<file path="src/rtl/fetch_pkg.sv">
// Shared definitions for the instruction-fetch front end: opcode fields the
// predecoder recognises, the queue entry layout and the static predictor.
package fetch_pkg;

    localparam logic [4:0] OP_J     = 5'b00001;   // J / JAL, bits [31:27]
    localparam logic [5:0] OP_BC    = 6'b110010;  // BC, bits [31:26]
    localparam logic [4:0] OP_BEQNE = 5'b00010;   // BEQ / BNE, bits [31:27]

    typedef struct packed {
        logic [31:0] pc;
        logic [31:0] command;
        logic        pred_taken;
    } entry_t;

    typedef struct packed {
        logic        taken;
        logic [31:0] target;
    } pred_t;

    // Static prediction: unconditional jumps and BC always taken, BEQ/BNE taken
    // only when the displacement is negative (loop back-edges).
    function automatic pred_t predecode(input logic [31:0] pc, input logic [31:0] word);
        pred_t p;
        p.taken  = 1'b0;
        p.target = 32'h0;
        if (word[31:27] == OP_J) begin
            p.taken  = 1'b1;
            p.target = {4'b0000, word[25:0], 2'b00};
        end else if (word[31:26] == OP_BC) begin
            p.taken  = 1'b1;
            p.target = pc + {{4{word[25]}}, word[25:0], 2'b00};
        end else if ((word[31:27] == OP_BEQNE) && word[15]) begin
            p.taken  = 1'b1;
            p.target = pc + {{14{word[15]}}, word[15:0], 2'b00};
        end
        return p;
    endfunction

endpackage

</file>
<file path="src/rtl/fetch_fifo.sv">
// Prefetch queue between memory response and decode. Power-of-two depth so the
// pointers wrap naturally; flush empties the queue and beats a same-cycle push.
module fetch_fifo
    import fetch_pkg::*;
#(
    parameter int DEPTH = 4
) (
    input  logic                     clk,
    input  logic                     rstn,
    input  logic                     flush,
    input  logic                     push,
    input  entry_t                   push_data,
    input  logic                     pop,
    output entry_t                   head,
    output logic [$clog2(DEPTH):0]   count
);

    localparam int PW = $clog2(DEPTH);
    localparam int CW = PW + 1;

    logic [PW-1:0] wr_ptr;
    logic [PW-1:0] rd_ptr;
    entry_t        mem [DEPTH];
    logic          do_push;
    logic          do_pop;

    assign do_pop  = pop && (count != '0);
    assign do_push = push && ((count != CW'(DEPTH)) || do_pop);
    assign head    = mem[rd_ptr];

    // Pointer and occupancy bookkeeping; simultaneous push and pop keep count.
    always_ff @(posedge clk) begin
        if (!rstn || flush) begin
            wr_ptr <= '0;
            rd_ptr <= '0;
            count  <= '0;
        end else begin
            if (do_push) wr_ptr <= wr_ptr + PW'(1);
            if (do_pop)  rd_ptr <= rd_ptr + PW'(1);
            case ({do_push, do_pop})
                2'b10:   count <= count + CW'(1);
                2'b01:   count <= count - CW'(1);
                default: count <= count;
            endcase
        end
    end

    // Entry storage, written at the tail when a push is accepted.
    always_ff @(posedge clk) begin
        if (rstn && !flush && do_push) mem[wr_ptr] <= push_data;
    end

endmodule

</file>
<file path="src/rtl/fetch_queue.sv">
// Instruction-fetch front end: issues one word address per cycle while the
// queue has room, predecodes each returned word to steer fetch statically,
// and restarts cleanly on a redirect from execute.
module fetch_queue
    import fetch_pkg::*;
#(
    parameter int          ADDR_W   = 16,
    parameter int          DEPTH    = 4,
    parameter logic [31:0] RESET_PC = 32'h0
) (
    input  logic              clk,
    input  logic              rstn,
    input  logic              redirect,
    input  logic [31:0]       redirect_pc,
    output logic              inst_enable,
    output logic [ADDR_W-1:0] inst_addr,
    input  logic [31:0]       inst_data,
    output logic              out_valid,
    input  logic              out_ready,
    output logic [31:0]       out_pc,
    output logic [31:0]       out_command,
    output logic              out_pred_taken
);

    localparam int CW = $clog2(DEPTH) + 1;

    logic [31:0]   fetch_pc;
    logic [31:0]   inflight_pc;
    logic          inflight;
    logic          squash;
    logic [31:0]   redirect_aligned;
    logic [31:0]   issue_pc;
    logic          issue;
    logic [CW-1:0] fifo_count;
    logic [CW:0]   occupancy;
    logic          resp_valid;
    logic          taken;
    logic          pop;
    pred_t         pred;
    entry_t        push_entry;
    entry_t        head;

    // An in-flight fetch already owns a queue slot, so it counts towards
    // occupancy; a pop is not forwarded into this cycle's issue decision.
    assign redirect_aligned = redirect_pc & 32'hFFFF_FFFC;
    assign issue_pc         = redirect ? redirect_aligned : fetch_pc;
    assign occupancy        = {1'b0, fifo_count} + {{CW{1'b0}}, inflight};
    assign issue            = rstn && (redirect || (occupancy < (CW+1)'(DEPTH)));
    assign inst_enable      = issue;
    assign inst_addr        = issue_pc[ADDR_W+1:2];

    // A response is dropped when it belongs to a squashed fall-through fetch or
    // when execute is redirecting this cycle.
    assign resp_valid = inflight && !squash && !redirect;
    assign pred       = predecode(inflight_pc, inst_data);
    assign taken      = resp_valid && pred.taken;
    assign push_entry = '{pc: inflight_pc, command: inst_data, pred_taken: pred.taken};

    assign out_valid      = rstn && !redirect && (fifo_count != '0);
    assign pop            = out_valid && out_ready;
    assign out_pc         = out_valid ? head.pc : 32'h0;
    assign out_command    = out_valid ? head.command : 32'h0;
    assign out_pred_taken = out_valid && head.pred_taken;

    fetch_fifo #(
        .DEPTH(DEPTH)
    ) u_fifo (
        .clk      (clk),
        .rstn     (rstn),
        .flush    (redirect),
        .push     (resp_valid),
        .push_data(push_entry),
        .pop      (pop),
        .head     (head),
        .count    (fifo_count)
    );

    // Fetch pointer and in-flight tracking: redirect beats prediction, which
    // beats the sequential increment; a taken prediction squashes the
    // fall-through fetch issued alongside it.
    always_ff @(posedge clk) begin
        if (!rstn) begin
            fetch_pc    <= RESET_PC;
            inflight    <= 1'b0;
            inflight_pc <= 32'h0;
            squash      <= 1'b0;
        end else begin
            inflight <= issue;
            squash   <= issue && taken;
            if (issue) inflight_pc <= issue_pc;
            if (redirect)   fetch_pc <= redirect_aligned + 32'd4;
            else if (taken) fetch_pc <= pred.target;
            else if (issue) fetch_pc <= fetch_pc + 32'd4;
        end
    end

endmodule

</file>
<file path="config.mk">
export PLATFORM = sky130hd
export DESIGN_NAME = fetch_queue
export DESIGN_NICKNAME = d
export VERILOG_FILES = /design/src/rtl/fetch_pkg.sv /design/src/rtl/fetch_fifo.sv /design/src/rtl/fetch_queue.sv
export SDC_FILE = /design/constraint.sdc
export NUM_CORES = 1
export LEC_CHECK = 0
export CAP_MARGIN = 0
export CORE_ASPECT_RATIO = 0.8
export CORE_UTILIZATION = 63
export DETAILED_ROUTE_END_ITERATION = 8
export PLACE_DENSITY = 0.86
export SYNTH_ARGS = -nofsm -noshare
export SYNTH_HDL_FRONTEND = slang
export SYNTH_SLANG_ARGS = --single-unit
</file>
<file path="constraint.sdc">
create_clock -name clk -period 6.8 [get_ports clk]
set_input_delay 1.36 -clock clk [delete_from_list [all_inputs] [get_ports clk]]
set_output_delay 1.36 -clock clk [all_outputs]
set_load 0.05 [all_outputs]
</file>
==> results.toml <==
[status]
status = "completed"

[sta]
post-route-min-period_ns = 5.30
slew_viol_final = 0
worst_pin_slew_ns = 1.06
totalNegativeSetupSlack_ns = 0
slew_headroom_pct = 29.3
hold_violations = 0
max_freq_mhz = 189
finalCritPeriodShare_pct = 77.9
hold_ws_ns = 0.522
finalClockSkew_ns = 0.0330
grt_setup_unrepaired = "false"
setup_viol = 0

[routing]
routed_wl_um = 44800
drc = 0
viasPerCell = 6.58
vias = 12500
first_pass_iters = 8
drtIter0Drc = 1392
routedWlPerCell_um = 23.6
antenna_left = 0

[cts]
clk_pin_slew_ns = 0.06
cts_setup_buffers = 0
clkSinkCount = 335
cts_buffers = 31
postCtsHoldBufs = 0
cts_tree = "yes"
ctsRootBufferMaster = "clkbuf_16"
clk_latency_ns = 0.60
cts_resized = 0
htreeDepth = 1
clock_path_buffers = 3

[pwr]
ir_drop_mv = 0.218
pwr-share-comb_pct = 12.3
clockPowerShare_pct = 37.8
leakage_nw = 7.18
power_frac_seq_pct = 49.9
internal_power_w = 0.00347
switchingPower_w = 0.00117
total_power_w = 0.00463
switching_share_pct = 25.2
power_density_nw_per_um2 = 233

[grt]
gr-usage-all-layers_pct = 32.0
grt_first_pass_wirelength_um = 68000
grt_antenna_before_repair = 1
grt_max_degree = 69
grt_pass1_vias = 11700
gr-total-overflow = 0

[yosys]
synth_top_cell_by_area = "edfxtp_1"
async_reset_ff_share_pct = 0
synth_ff_type = "edfxtp_1"
ys_ff_latch = 335
synth_top_area_share_pct = 45.5
synth_area_um2 = 17100
synth_area_per_cell_um2 = 12.4
synth_edf_count = 260
synthTopCellsByArea = "edfxtp_1, dfxtp_1, mux4_2"
yosys_warnings = 0
ys_types = 78
syn-instance-count = 1388
synth_nets = 1506
ys_seq_area_share_pct = 54.3

[worst_setup_path]
crit_path_cell_trace = "buf_2, inv_1, nand2_1, a21oi_4, buf_4, and2_1, clkdlybuf4s50_1"
slowest_stage = "clkdlybuf4s50_1"
max_stage_delay_ns = 0.84
startpoint_type = "input port"
cp_data_arrival_time_ns = 3.94
r2r_cells = 11
crit_start = "redirect"
required_ns = 5.44
endpoint_kind = "primary output"
r2r_start = "inflight_pc[2]"
crit_type = "input port to primary output"
critPathMaxFanout = 55

[run]
cap_violations = 0

[floorplan]
start_util_pct = 64.6
placement_rows = 53
core_um2 = 26500
io_pins = 151
die_w_um = 186
dieArea_um2 = 27900
dieHeight_um = 150

[placement]
dpl.hpwl_um = 30800
dpl-instance-area_um2 = 18900
io_buffers = 148
dp_cells = 1836
place.gp.congestion = 0.953

[worst_hold_path]
worstHoldPathCells = 2
worstHoldStart = "fetch_pc[0]"
holdCritPathClass = "flip-flop to flip-flop"

[finish]
nNetsFinal = 1630
drive_above_1_share_pct = 11.6
layoutNonFillerInstCount = 1895
stdcell_area_um2 = 19900
fillers = 1672
area_growth_syn_to_layout_pct = 16.1
==> cell type report <==
type	count	area, um^2	area share [%]
inverters	32	120	0.603
repair buffers	172	1650	8.30
clock buffers	35	791	3.97
diodes	1	2.50	0.0126
flip-flops and latches	335	9310	46.8
multi-input cells	940	7350	36.9
clock inverters	23	229	1.15
well taps	357	447	2.24
==> placed cells by master (no fill, tap or decap), types with 13 or more instances in the layout <==
| cell type | instances |
|---|---|
| edfxtp_1 | 260 |
| clkdlybuf4s50_1 | 146 |
| nand2_1 | 116 |
| and2_1 | 73 |
| dfxtp_1 | 73 |
| nor2_1 | 72 |
| mux4_2 | 65 |
| nand3_1 | 62 |
| a21oi_1 | 61 |
| o21ai_0 | 58 |
| xnor2_1 | 49 |
| ha_1 | 48 |
| inv_1 | 32 |
| clkbuf_16 | 31 |
| xor2_1 | 27 |
| buf_4 | 24 |
| a21o_1 | 23 |
| mux2i_1 | 20 |
| o211a_1 | 19 |
| nand4_1 | 19 |
| and3_1 | 16 |
| mux2_2 | 14 |
| a22oi_1 | 13 |
| or3_1 | 13 |
| a221oi_1 | 13 |
==> cells in the mapped netlist (5+ instances only) <==
cell and n:
a211oi_1 7, a21boi_0 8, a21o_1 23, a21oi_1 62
a221oi_1 13, a22oi_1 13, a311oi_1 5, a31oi_1 11
and2_1 73, and3_1 20, buf_1 8, buf_2 8
buf_4 18, clkbuf_1 46, dfxtp_1 75, edfxtp_1 260
ha_1 48, inv_1 32, mux2_2 14, mux2i_1 20
mux4_2 65, nand2_1 116, nand2b_1 5, nand3_1 62
nand4_1 19, nor2_1 72, nor2b_1 9, nor3_1 10
nor4_1 5, o211a_1 19, o21a_1 8, o21ai_0 59
o21bai_1 6, o221ai_1 6, o22ai_1 7, o31ai_1 6
or3_1 13, xnor2_1 49, xor2_1 27
==> power by group through the flow <==
stage                     logic, W  clock network, W  registers, W
after global routing      0.000610           0.00183       0.00232
after global placement    0.000538                 0       0.00235
after CTS                 0.000557           0.00177       0.00231
after detailed placement  0.000551                 0       0.00235
final                     0.000568           0.00175       0.00231
after floorplan           0.000388                 0       0.00233
==> logic make-up after synthesis <==
kind of cell / after synthesis / share of synthesized area [%]
xor gates and xnor gates: 76 / 3.88
muxes: 99 / 10.6
adders and majority gates: 50 / 3.74
buffers and inverters: 113 / 2.95
DFF: 335 / 54.3
and+or+nand+nor: 425 / 12.8
AOI/OAI and AO/OA: 290 / 11.7
==> per-stage QoR <==
step                util, %  worst slack, ns
CTS                    75.0             1.52
floorplan                 -             2.47
finish                 75.1             1.50
global placement       71.2             1.67
detailed placement     71.2             1.52
global route           75.0             1.42
==> state kept, by name, indices dropped and copies added, names as in the netlist, named ones only <==
name and cells:
u_fifo.wr_ptr 2, u_fifo.mem 260, inflight 1, u_fifo.count 3, u_fifo.rd_ptr 2, inflight_pc 32
squash 1, fetch_pc 32
==> layer usage <==
layer  vias up  global-route usage [%]  part of all wire, %
met3        70                    6.29                   12
met1      6053                    47.4                   41
li1       5554                       -                    -
met4         0                    6.86                  2.0
met5         -                       0                    0
met2       785                    49.1                   45
==> path summary, 6_finish.rpt <==
check	slack [ns]	end
worst max register to register	3.49	fetch_pc[22]
worst min-delay path	0.52	inflight_pc[0]
worst max-delay path	1.50	out_pc[3]
worst min register to register	0.52	inflight_pc[0]
==> critical path: cells and delay by family <==
kind	cells	cell delay [ns]
AO/OA/AOI/OAI	1	0.51
AND/OR/NAND/NOR	2	0.56
buffers and inverters	4	1.47
Note: power is estimated with default switching activity, not from simulation.
